$ cat config.mk
export PLATFORM = sky130hd
export DESIGN_NAME = stopwatch_multi
export DESIGN_NICKNAME = d
export VERILOG_FILES = /design/src/rtl/stopwatch_pkg.sv /design/src/rtl/sw_digit.sv /design/src/rtl/stopwatch_multi.sv
export SDC_FILE = /design/constraint.sdc
export NUM_CORES = 1
export LEC_CHECK = 0
export BUFFER_PORTS_ARGS = -buffer_cell sky130_fd_sc_hd__clkbuf_2
export CORE_MARGIN = 5
export CORE_UTILIZATION = 58
export CTS_CLUSTER_SIZE = 20
export DETAILED_ROUTE_END_ITERATION = 8
export MAX_ROUTING_LAYER = met4
export PLACE_DENSITY = 0.83
export SLEW_MARGIN = 10
export SYNTH_ARGS = -nofsm -noshare
export SYNTH_HDL_FRONTEND = slang
export SYNTH_SLANG_ARGS = --single-unit
$ cat constraint.sdc
create_clock -name clk100_i -period 3.1 [get_ports clk100_i]
set_input_delay 0.62 -clock clk100_i [delete_from_list [all_inputs] [get_ports clk100_i]]
set_output_delay 0.62 -clock clk100_i [all_outputs]
set_load 0.1 [all_outputs]
$ cat src/rtl/stopwatch_pkg.sv
// Shared types, digit modulus helper and 7-segment table for the multi-digit stopwatch.
package stopwatch_pkg;

  typedef enum logic [1:0] {IDLE, RUN, STOP, SET} state_t;

  localparam logic [6:0] SEG_BLANK = 7'h7F;

  // Active-low segments, bit0 = a .. bit6 = g
  localparam logic [6:0] SEG_LUT [0:9] = '{
    7'h40, 7'h79, 7'h24, 7'h30, 7'h19,
    7'h12, 7'h02, 7'h78, 7'h00, 7'h10
  };

  function automatic int mod_of(input logic [7:0] mask, input int i);
    return mask[i] ? 6 : 10;
  endfunction

endpackage

$ cat src/rtl/sw_digit.sv
// One BCD counter digit with programmable modulus; carry ripples combinationally.
module sw_digit #(
  parameter int MOD = 10
) (
  input  logic       clk,
  input  logic       rst,
  input  logic       clear,
  input  logic       inc,
  input  logic       set_inc,
  output logic [3:0] value,
  output logic       carry
);
  localparam logic [3:0] MAXV = 4'(MOD - 1);

  logic [3:0] r_value;
  logic       w_at_max;

  assign w_at_max = (r_value == MAXV);
  assign carry    = inc & w_at_max;
  assign value    = r_value;

  // set_inc wraps the digit alone; the carry output only follows inc
  always_ff @(posedge clk) begin
    if (rst || clear) begin
      r_value <= 4'd0;
    end else if (inc || set_inc) begin
      r_value <= w_at_max ? 4'd0 : r_value + 4'd1;
    end
  end
endmodule

$ cat src/rtl/stopwatch_multi.sv
// Stopwatch top: key edge detect, FSM, tick divider, digit chain, split snapshot, decode.
// Optional STOPWATCH_BLINK_EN blanks the selected digit in alternate 250 ms phases during SET.
module stopwatch_multi
  import stopwatch_pkg::*;
#(
  parameter int              CLK_HZ    = 100000000,
  parameter int              TICK_HZ   = 100,
  parameter int              DIGITS    = 6,
  parameter logic [DIGITS-1:0] MOD6_MASK = DIGITS'(6'b001000)
) (
  input  logic                clk100_i,
  input  logic                rst_i,
  input  logic                start_stop_i,
  input  logic                set_i,
  input  logic                change_i,
  input  logic                lap_i,
  output logic [4*DIGITS-1:0] cnt_o,
  output logic [7*DIGITS-1:0] hex_o,
  output logic                run_o,
  output logic                lap_o,
  output logic                ovf_o,
  output logic [2:0]          sel_o
);
  localparam int             DIV     = CLK_HZ / TICK_HZ;
  localparam int             DW      = $clog2(DIV);
  localparam logic [DW-1:0]  DIV_MAX = DW'(DIV - 1);
  localparam logic [2:0]     SEL_MAX = 3'(DIGITS - 1);

  logic [3:0]          r_lvl;
  logic [3:0]          r_lvl_q;
  logic [3:0]          w_pulse;
  logic                w_ss, w_set, w_lap, w_chg;
  state_t              r_state;
  logic [DW-1:0]       r_div;
  logic                r_lap;
  logic                r_ovf;
  logic [2:0]          r_sel;
  logic [4*DIGITS-1:0] r_snap;
  logic [4*DIGITS-1:0] w_cnt;
  logic [DIGITS:0]     w_inc;
  logic                w_tick;
  logic                w_clear;
  logic                w_blank_sel;

  // Bit order sets priority: start_stop > set > lap > change
  assign w_pulse = r_lvl & ~r_lvl_q;
  assign w_ss    = w_pulse[0];
  assign w_set   = w_pulse[1] & ~w_pulse[0];
  assign w_lap   = w_pulse[2] & ~(|w_pulse[1:0]);
  assign w_chg   = w_pulse[3] & ~(|w_pulse[2:0]);

  assign w_tick   = (r_div == DIV_MAX) && (r_state == RUN);
  assign w_clear  = w_lap && ((r_state == IDLE) || (r_state == STOP));
  assign w_inc[0] = w_tick;

  always_ff @(posedge clk100_i) begin
    if (rst_i) begin
      r_lvl   <= 4'b0;
      r_lvl_q <= 4'b0;
      r_state <= IDLE;
      r_div   <= '0;
      r_lap   <= 1'b0;
      r_ovf   <= 1'b0;
      r_sel   <= 3'd0;
      r_snap  <= '0;
    end else begin
      r_lvl   <= {change_i, lap_i, set_i, start_stop_i};
      r_lvl_q <= r_lvl;

      if (w_clear) begin
        r_div <= '0;
      end else if (r_state == RUN) begin
        r_div <= w_tick ? '0 : r_div + 1'b1;
      end

      if (w_clear) begin
        r_ovf <= 1'b0;
      end else if (w_inc[DIGITS]) begin
        r_ovf <= 1'b1;
      end

      case (r_state)
        IDLE: begin
          if (w_ss) begin
            r_state <= RUN;
          end else if (w_set) begin
            r_state <= SET;
            r_sel   <= 3'd0;
          end
        end
        RUN: begin
          if (w_ss) begin
            r_state <= STOP;
            r_lap   <= 1'b0;
          end else if (w_lap) begin
            r_lap <= ~r_lap;
            if (!r_lap) r_snap <= w_cnt;
          end
        end
        STOP: begin
          if (w_ss) begin
            r_state <= RUN;
          end else if (w_set) begin
            r_state <= SET;
            r_sel   <= 3'd0;
          end else if (w_lap) begin
            r_state <= IDLE;
          end
        end
        SET: begin
          if (w_set) begin
            if (r_sel == SEL_MAX) begin
              r_state <= STOP;
              r_sel   <= 3'd0;
            end else begin
              r_sel <= r_sel + 3'd1;
            end
          end
        end
        default: r_state <= IDLE;
      endcase
    end
  end

`ifdef STOPWATCH_BLINK_EN
  localparam int            BLK = CLK_HZ / 4;
  localparam int            BW  = $clog2(BLK);
  logic [BW-1:0] r_blink_cnt;
  logic          r_blink_hide;

  // Restarting on each set pulse keeps the newly selected digit visible first
  always_ff @(posedge clk100_i) begin
    if (rst_i || w_set) begin
      r_blink_cnt  <= '0;
      r_blink_hide <= 1'b0;
    end else if (r_blink_cnt == BW'(BLK - 1)) begin
      r_blink_cnt  <= '0;
      r_blink_hide <= ~r_blink_hide;
    end else begin
      r_blink_cnt <= r_blink_cnt + 1'b1;
    end
  end

  assign w_blank_sel = r_blink_hide && (r_state == SET);
`else
  assign w_blank_sel = 1'b0;
`endif

  generate
    for (genvar gi = 0; gi < DIGITS; gi++) begin : g_digit
      logic [3:0] w_val;
      logic [3:0] w_shown;
      logic [6:0] w_seg;
      logic       w_set_inc;

      assign w_set_inc = w_chg && (r_state == SET) && (r_sel == 3'(gi));

      sw_digit #(
        .MOD (mod_of(8'(MOD6_MASK), gi))
      ) u_digit (
        .clk     (clk100_i),
        .rst     (rst_i),
        .clear   (w_clear),
        .inc     (w_inc[gi]),
        .set_inc (w_set_inc),
        .value   (w_val),
        .carry   (w_inc[gi+1])
      );

      assign w_cnt[4*gi +: 4] = w_val;
      assign w_shown = r_lap ? r_snap[4*gi +: 4] : w_val;
      assign w_seg   = (w_shown <= 4'd9) ? SEG_LUT[w_shown] : SEG_BLANK;
      assign hex_o[7*gi +: 7] = (w_blank_sel && (r_sel == 3'(gi))) ? SEG_BLANK : w_seg;
    end
  endgenerate

  assign cnt_o = w_cnt;
  assign run_o = (r_state == RUN);
  assign lap_o = r_lap;
  assign ovf_o = r_ovf;
  assign sel_o = r_sel;
endmodule

* After elaboration in Yosys (flattened, before gate mapping)
Memories as Yosys holds them, arrays and structs flattened.
Cells that the tools add are included.
** Storage, ports and cells
- Flip-flop bits (word level) :: 83
- ROM bits :: 672
- Input bits :: 6
- Output and inout port bits :: 72
- Memories kept :: 6
** Cells by class
- Add/subtract/negate cells :: 8
- $lt $le $gt $ge :: 12
- Equality and inequality tests :: 22
- Mux-type cells :: 47
- Bitwise logic cells :: 21
- Reduce and logical (&&, ||, !) cells :: 29
** Memory list
- (name not given) :: words 16, width 7, read ports 1, clocked after Yosys merged registers in 0, wr ports 0, RTL line stopwatch_multi.sv:172 : assign w_seg = (w_shown <= 4'd9) ? SEG_LUT[w_shown] : SEG_BLANK;
- (name not given) :: words 16, width 7, read ports 1, clocked after Yosys merged registers in 0, wr ports 0, RTL line stopwatch_multi.sv:172
- (name not given) :: words 16, width 7, read ports 1, clocked after Yosys merged registers in 0, wr ports 0, RTL line stopwatch_multi.sv:172
- (name not given) :: words 16, width 7, read ports 1, clocked after Yosys merged registers in 0, wr ports 0, RTL line stopwatch_multi.sv:172
- (name not given) :: words 16, width 7, read ports 1, clocked after Yosys merged registers in 0, wr ports 0, RTL line stopwatch_multi.sv:172
- (name not given) :: words 16, width 7, read ports 1, clocked after Yosys merged registers in 0, wr ports 0, RTL line stopwatch_multi.sv:172
** Operators by type and width (count)
- $mux 7 :: 18
- $mux 4 :: 12
- $ge 5x5->1 const B :: 6
- $not 4->5 :: 6
- $add 4x1->4 const B :: 6
- $le 4x4->1 const B :: 6
- $add 20x1->20 const B :: 1
- $eq 20x20->1 const B :: 1
- $eq 4x4->1 const B :: 5
- $mux 20 :: 1
- $mux 2 :: 8
- $mux 3 :: 4
- $and 1x1->1 :: 9
- $logic_and 1x1->1 :: 9
- $logic_or 1x1->1 :: 8
- $pmux 2 s4 :: 1
- $reduce_and 4->1 :: 2
- $eq 3x2->1 const B :: 2
- $eq 3x3->1 const B :: 2
- $ne 2x1->1 const B :: 3
- $pmux 3 s2 :: 1
- $reduce_or 2->1 :: 3
- $reduce_and 5->1 :: 1
- $and 4x4->4 :: 1
- 16 further kinds :: 23

* Logic depth before layout (Yosys ltp)
- Depth after elaboration :: 9
- Depth in mapped cells :: 12

* Modules after synthesis
Synthesis repeated with hierarchy kept, for this count alone.
** Unflattened totals
- Cell total of the unflattened synthesis :: 599
- Area total of the unflattened synthesis :: 5114.9 sq um
** Modules (own cells, without submodules)
- stopwatch_multi :: times used 1, cells an instance 473, area each 3905.0 sq um
- sw_digit at g_digit[0].u_digit ... :: times used 5, cells an instance 21, area each 203.9 sq um
- sw_digit at g_digit[3].u_digit :: times used 1, cells an instance 21, area each 190.2 sq um

* Worst setup path before layout
No wires, ideal clock.
- Kind :: reg-to-output
- From :: register r_lap, in the netlist lap_o
- To :: output port hex_o[10]
- Data arrival time :: 4.504 ns
- Required time :: 2.480 ns
- Slack :: -2.024 ns
- Cell stages (with the launch flop) :: 8
- Buffers on the path :: 3
- Path through :: dfxtp_1 buf_2 buf_2 buf_2 mux2_2 inv_1 ha_1 o21ai_0
** Between the ends
- Word-level cells in the longest chain between the ends :: 6
- Elaborated cells on any way between the ends :: 7
- Classes of those cells :: order compare: 1; mux: 4; bitwise: 1; memory: 1
** RTL lines
- start: declaration :: RTL line stopwatch_multi.sv:35 : logic r_lap;
- start signal: assignment :: RTL line stopwatch_multi.sv:96 : r_lap <= ~r_lap;
- $mux 4 * :: RTL line stopwatch_multi.sv:171 : assign w_shown = r_lap ? r_snap[4*gi +: 4] : w_val;
- $not 4->5 (not written as such) :: RTL line stopwatch_multi.sv:172
- $mem_v2 16x7
- $mux 7 (not written as such) (2 in a row) :: RTL line stopwatch_multi.sv:172
- $mux 7 * :: RTL line stopwatch_multi.sv:172
- end: declaration :: RTL line stopwatch_multi.sv:18 : output logic [7*DIGITS-1:0] hex_o,
Every way passes the cells marked *; elsewhere a longest branch is shown, timed or not. The select of a mux whose other input is x is not followed.

* Final worst setup path
- From :: register r_lap, in the netlist lap_o
- To :: output port hex_o[3]
Same word-level chain as after synthesis.

==> results by group <==
Clock tree
  • Clock latency on the worst-skew pair: roughly 0.36 ns
  • CTS H-tree depth: 3
  • CTS tree: built
  • CTS clock-pin slew for the worst setup and hold paths: around 0.08 ns
  • Num CTS Buffers: 9
  • Clock sink total: 83
  • Clk buf depth: 2
  • Clock Root Buffer: clkbuf_8

Power and ir drop
  • PD cells: 271 mW/mm^2
  • Clock power frac: 38.3%
  • Max VDD drop: 0.000245 V
  • Psw: 482 uW
  • Leak: 0.00296 uW
  • Int Power: 1480 uW
  • Combinational Power Share: between 6 and 7%
  • Sw Ratio: 24.5%
  • Reg power frac: 55.4%

Die
  • FP Rows: 35
  • Initial cell density of the core: 59.2%
  • Die height: between 100 and 150 um
  • Die width: 107 um
  • Core Footprint: between 0.009 and 0.01 mm^2
  • Die area: 0.0114 mm^2
  • # IOs: 78

Logic synthesis
  • Commonest cells post-synth: nor2_1, dfxtp_1, nand2_1
  • Synth Instances: 663
  • Syn_nets: 701
  • Synth Register Bits: 83
  • Sequential element share of the synthesized area: between 30% and 40%
  • Synth cell types: 69
  • Mapped cell area: 0.00545 mm^2
  • Mean Syn Cell Area: 8.22 um^2
  • EDFF count, synth: 0
  • Top cell type's share of synthesized area: around 31%
  • Synth Warn #: 0
  • Top cells by area, synth: dfxtp_1, mux2i_1, nor2_1
  • Cell with the most instances after synthesis: nor2_1
  • Top FF cell, synth: dfxtp_1
  • Largest area contributor in the netlist: dfxtp_1
  • Synth async-reset ratio: 0%

Critical path
  • FF-to-FF path depth: 5
  • Worst Path Arrival: about 2.5 ns
  • CP required: between 2 and 2.5 ns
  • Worst Setup End Kind: primary output
  • R2R setup slack: 0.85 ns
  • CP max FO: 12
  • CP Launch Type: register
  • RR Startpoint: r_state[0]$_SDFFE_PP0P_
  • Setup CP Type: reg -> out
  • R2R Path End: r_snap[11]$_SDFFE_PP0P_

Global route
  • Total track usage: between 20 and 30%
  • Largest net degree at the start of global routing: 39
  • Total grt overflow: 0
  • Vias in the first global route: 5205
  • First-pass GRT wire length: 24.5 mm
  • Antenna violations before repair: 0

Drt
  • Vias: 5219
  • Starting DRC count in detailed routing: 290
  • Pre-antenna DRT Iters: 5
  • Drt total wl: approximately 15 mm
  • DRC: 0
  • Routed Antenna Nets: 0
  • Via density: between 6 and 7
  • Wire per inst: 17.0 um

Timing
  • Final hold violations: 0
  • Fin crit share: 99.2%
  • Worst Max-Slew Pin Slew: 0.724 ns
  • TNS Setup: 0 ns
  • Post-route setup slack: 0.0256 ns
  • WHS: roughly 0.47 ns
  • Minimum clock period after layout: about 3 ns
  • Slew Limit Headroom: ~50%
  • Fmax: 325 MHz
  • Unrepaired setup endpoints after global routing: yes
  • Clock Skew: 0.0114 ns
  • Final setup viols: 0
  • Final Max Slew Viols: 0

Worst hold path
  • Hold depth: 2
  • Hold Startpoint: start_stop_i
  • Worst Hold End: r_lvl[0]$_SDFF_PP0_
  • Min-Delay Path Class: in -> reg

Placement
  • GPL Wtd Cong: 0.934
  • Place WS: approximately 0.15 ns
  • Placed instance area: between 0.006 and 0.007 mm^2
  • Hpwl dp: 10.6 mm
  • IO buf count: 77

Final layout
  • Multi-input logic area: 0.00402 mm^2
  • Fraction of layout cells with a size suffix above 1: about 32%
  • Fin util: about four fifths
  • Area grow syn2layout: 32.9%
  • Register area: 0.00168 mm^2
  • Fill cell count: around 600
  • Antenna Cells: 0
  • Final net count: 781
  • Post-layout instance area: 0.00724 mm^2

Flow run
  • Max_cap viols: 0

Status
  • Status: complete, no violations
[kinds of logic (layout without fill, tap and decap cells)]
group,count (synthesis),in the layout,share of synthesized area [%]
buffers and inverters,57,142,5.31
XOR/XNOR,20,20,3.22
adder cells (fa/ha/maj),32,32,7.35
flip-flops,83,83,30.5
AND/OR/NAND/NOR,303,303,28.6
AO/OA/AOI/OAI,102,102,12.5
multiplexers,66,66,12.5
[registers in the layout, summed over array words and instances (netlist names)]
register               count
g_digit.u_digit.value     24
lap_o                      1
ovf_o                      1
r_div                     20
r_lvl                      4
r_lvl_q                    4
r_snap                    24
r_state                    2
sel_o                      3
[worst max-delay path: stages (launching register included)]
cell and delay [ns]:
dfxtp_4 0.38, buf_12 0.16, mux2i_2 0.36, ha_1 0.30, nor2_2 0.08, nor2_2 0.16, nor2_1 0.09, a21oi_2 0.28
o21ai_4 0.11, buf_12 0.18
[worst max-delay path by stage]
stage	endpoint	from	cells past startpoint
floorplan	hex_o[32]	lap_o$_SDFFE_PP0P_	8
global placement	hex_o[40]	lap_o$_SDFFE_PP0P_	9
detailed placement	hex_o[10]	lap_o$_SDFFE_PP0P_	8
CTS	hex_o[3]	lap_o$_SDFFE_PP0P_	10
global route	hex_o[3]	lap_o$_SDFFE_PP0P_	9
finish	hex_o[3]	lap_o$_SDFFE_PP0P_	9
[metrics by stage]
stage | power, uW | cells
floorplan | 1210 | 663
global placement | 1230 | 838
detailed placement | 1230 | 838
CTS | 1970 | 857
global route | 2040 | 859
finish | 1970 | 859
[layout make-up]
cell class / count / area share, %
Clock inverter: 5 / 0.760
Clock buffer: 11 / 1.81
Tap cell: 111 / 1.92
Inverter: 28 / 1.45
Sequential cell: 83 / 23.2
Multi-Input combinational cell: 523 / 55.5
Timing Repair Buffer: 98 / 15.3
[power groups by stage]
stage                     clock, uW  sequential (uW)  combinational (uW)
after floorplan                   0             1110                 100
after global placement            0             1120                 109
after detailed placement          0             1120                 112
after CTS                       759             1090                 122
after global routing            815             1090                 133
final                           753             1090                 124
[layer usage]
metal,wire [um],global-route usage (%),vias to the layer above
li1,-,-,2504
met1,6110,31.6,2495
met2,7400,45.9,191
met3,804,4.94,29
met4,293,9.22,0
met5,0,-,-
[layout by cell type (no fill, tap or decap), drive strengths merged, types with 4 or more instances in the layout]
cell type  netlist  final
a211oi           4      4
a21o             6      6
a21oi           30     30
a31oi            8      8
a32oi            7      7
and2             5      5
and3             8      8
and4             5      5
and4bb           6      6
buf             22     59
clkbuf           6     50
dfxtp           83     83
ha              32     32
inv             27     27
mux2            16     16
mux2i           50     50
nand2           72     72
nand2b           4      4
nand3           17     17
nand4           14     14
nor2           109    109
nor2b           16     16
nor3            19     19
nor4             6      6
o211ai           5      5
o21a             5      5
o21ai           17     17
xnor2            8      8
xor2            12     12
[what timing repair did]
item / CTS / global route
gates resized for setup: 4 / 21
hold buffers: 0 / 0
buffers inserted: 3 / 2
setup endpoints to repair: 23 / 18
pin swaps: 0 / 3
Power figures use the tool's default switching activity.
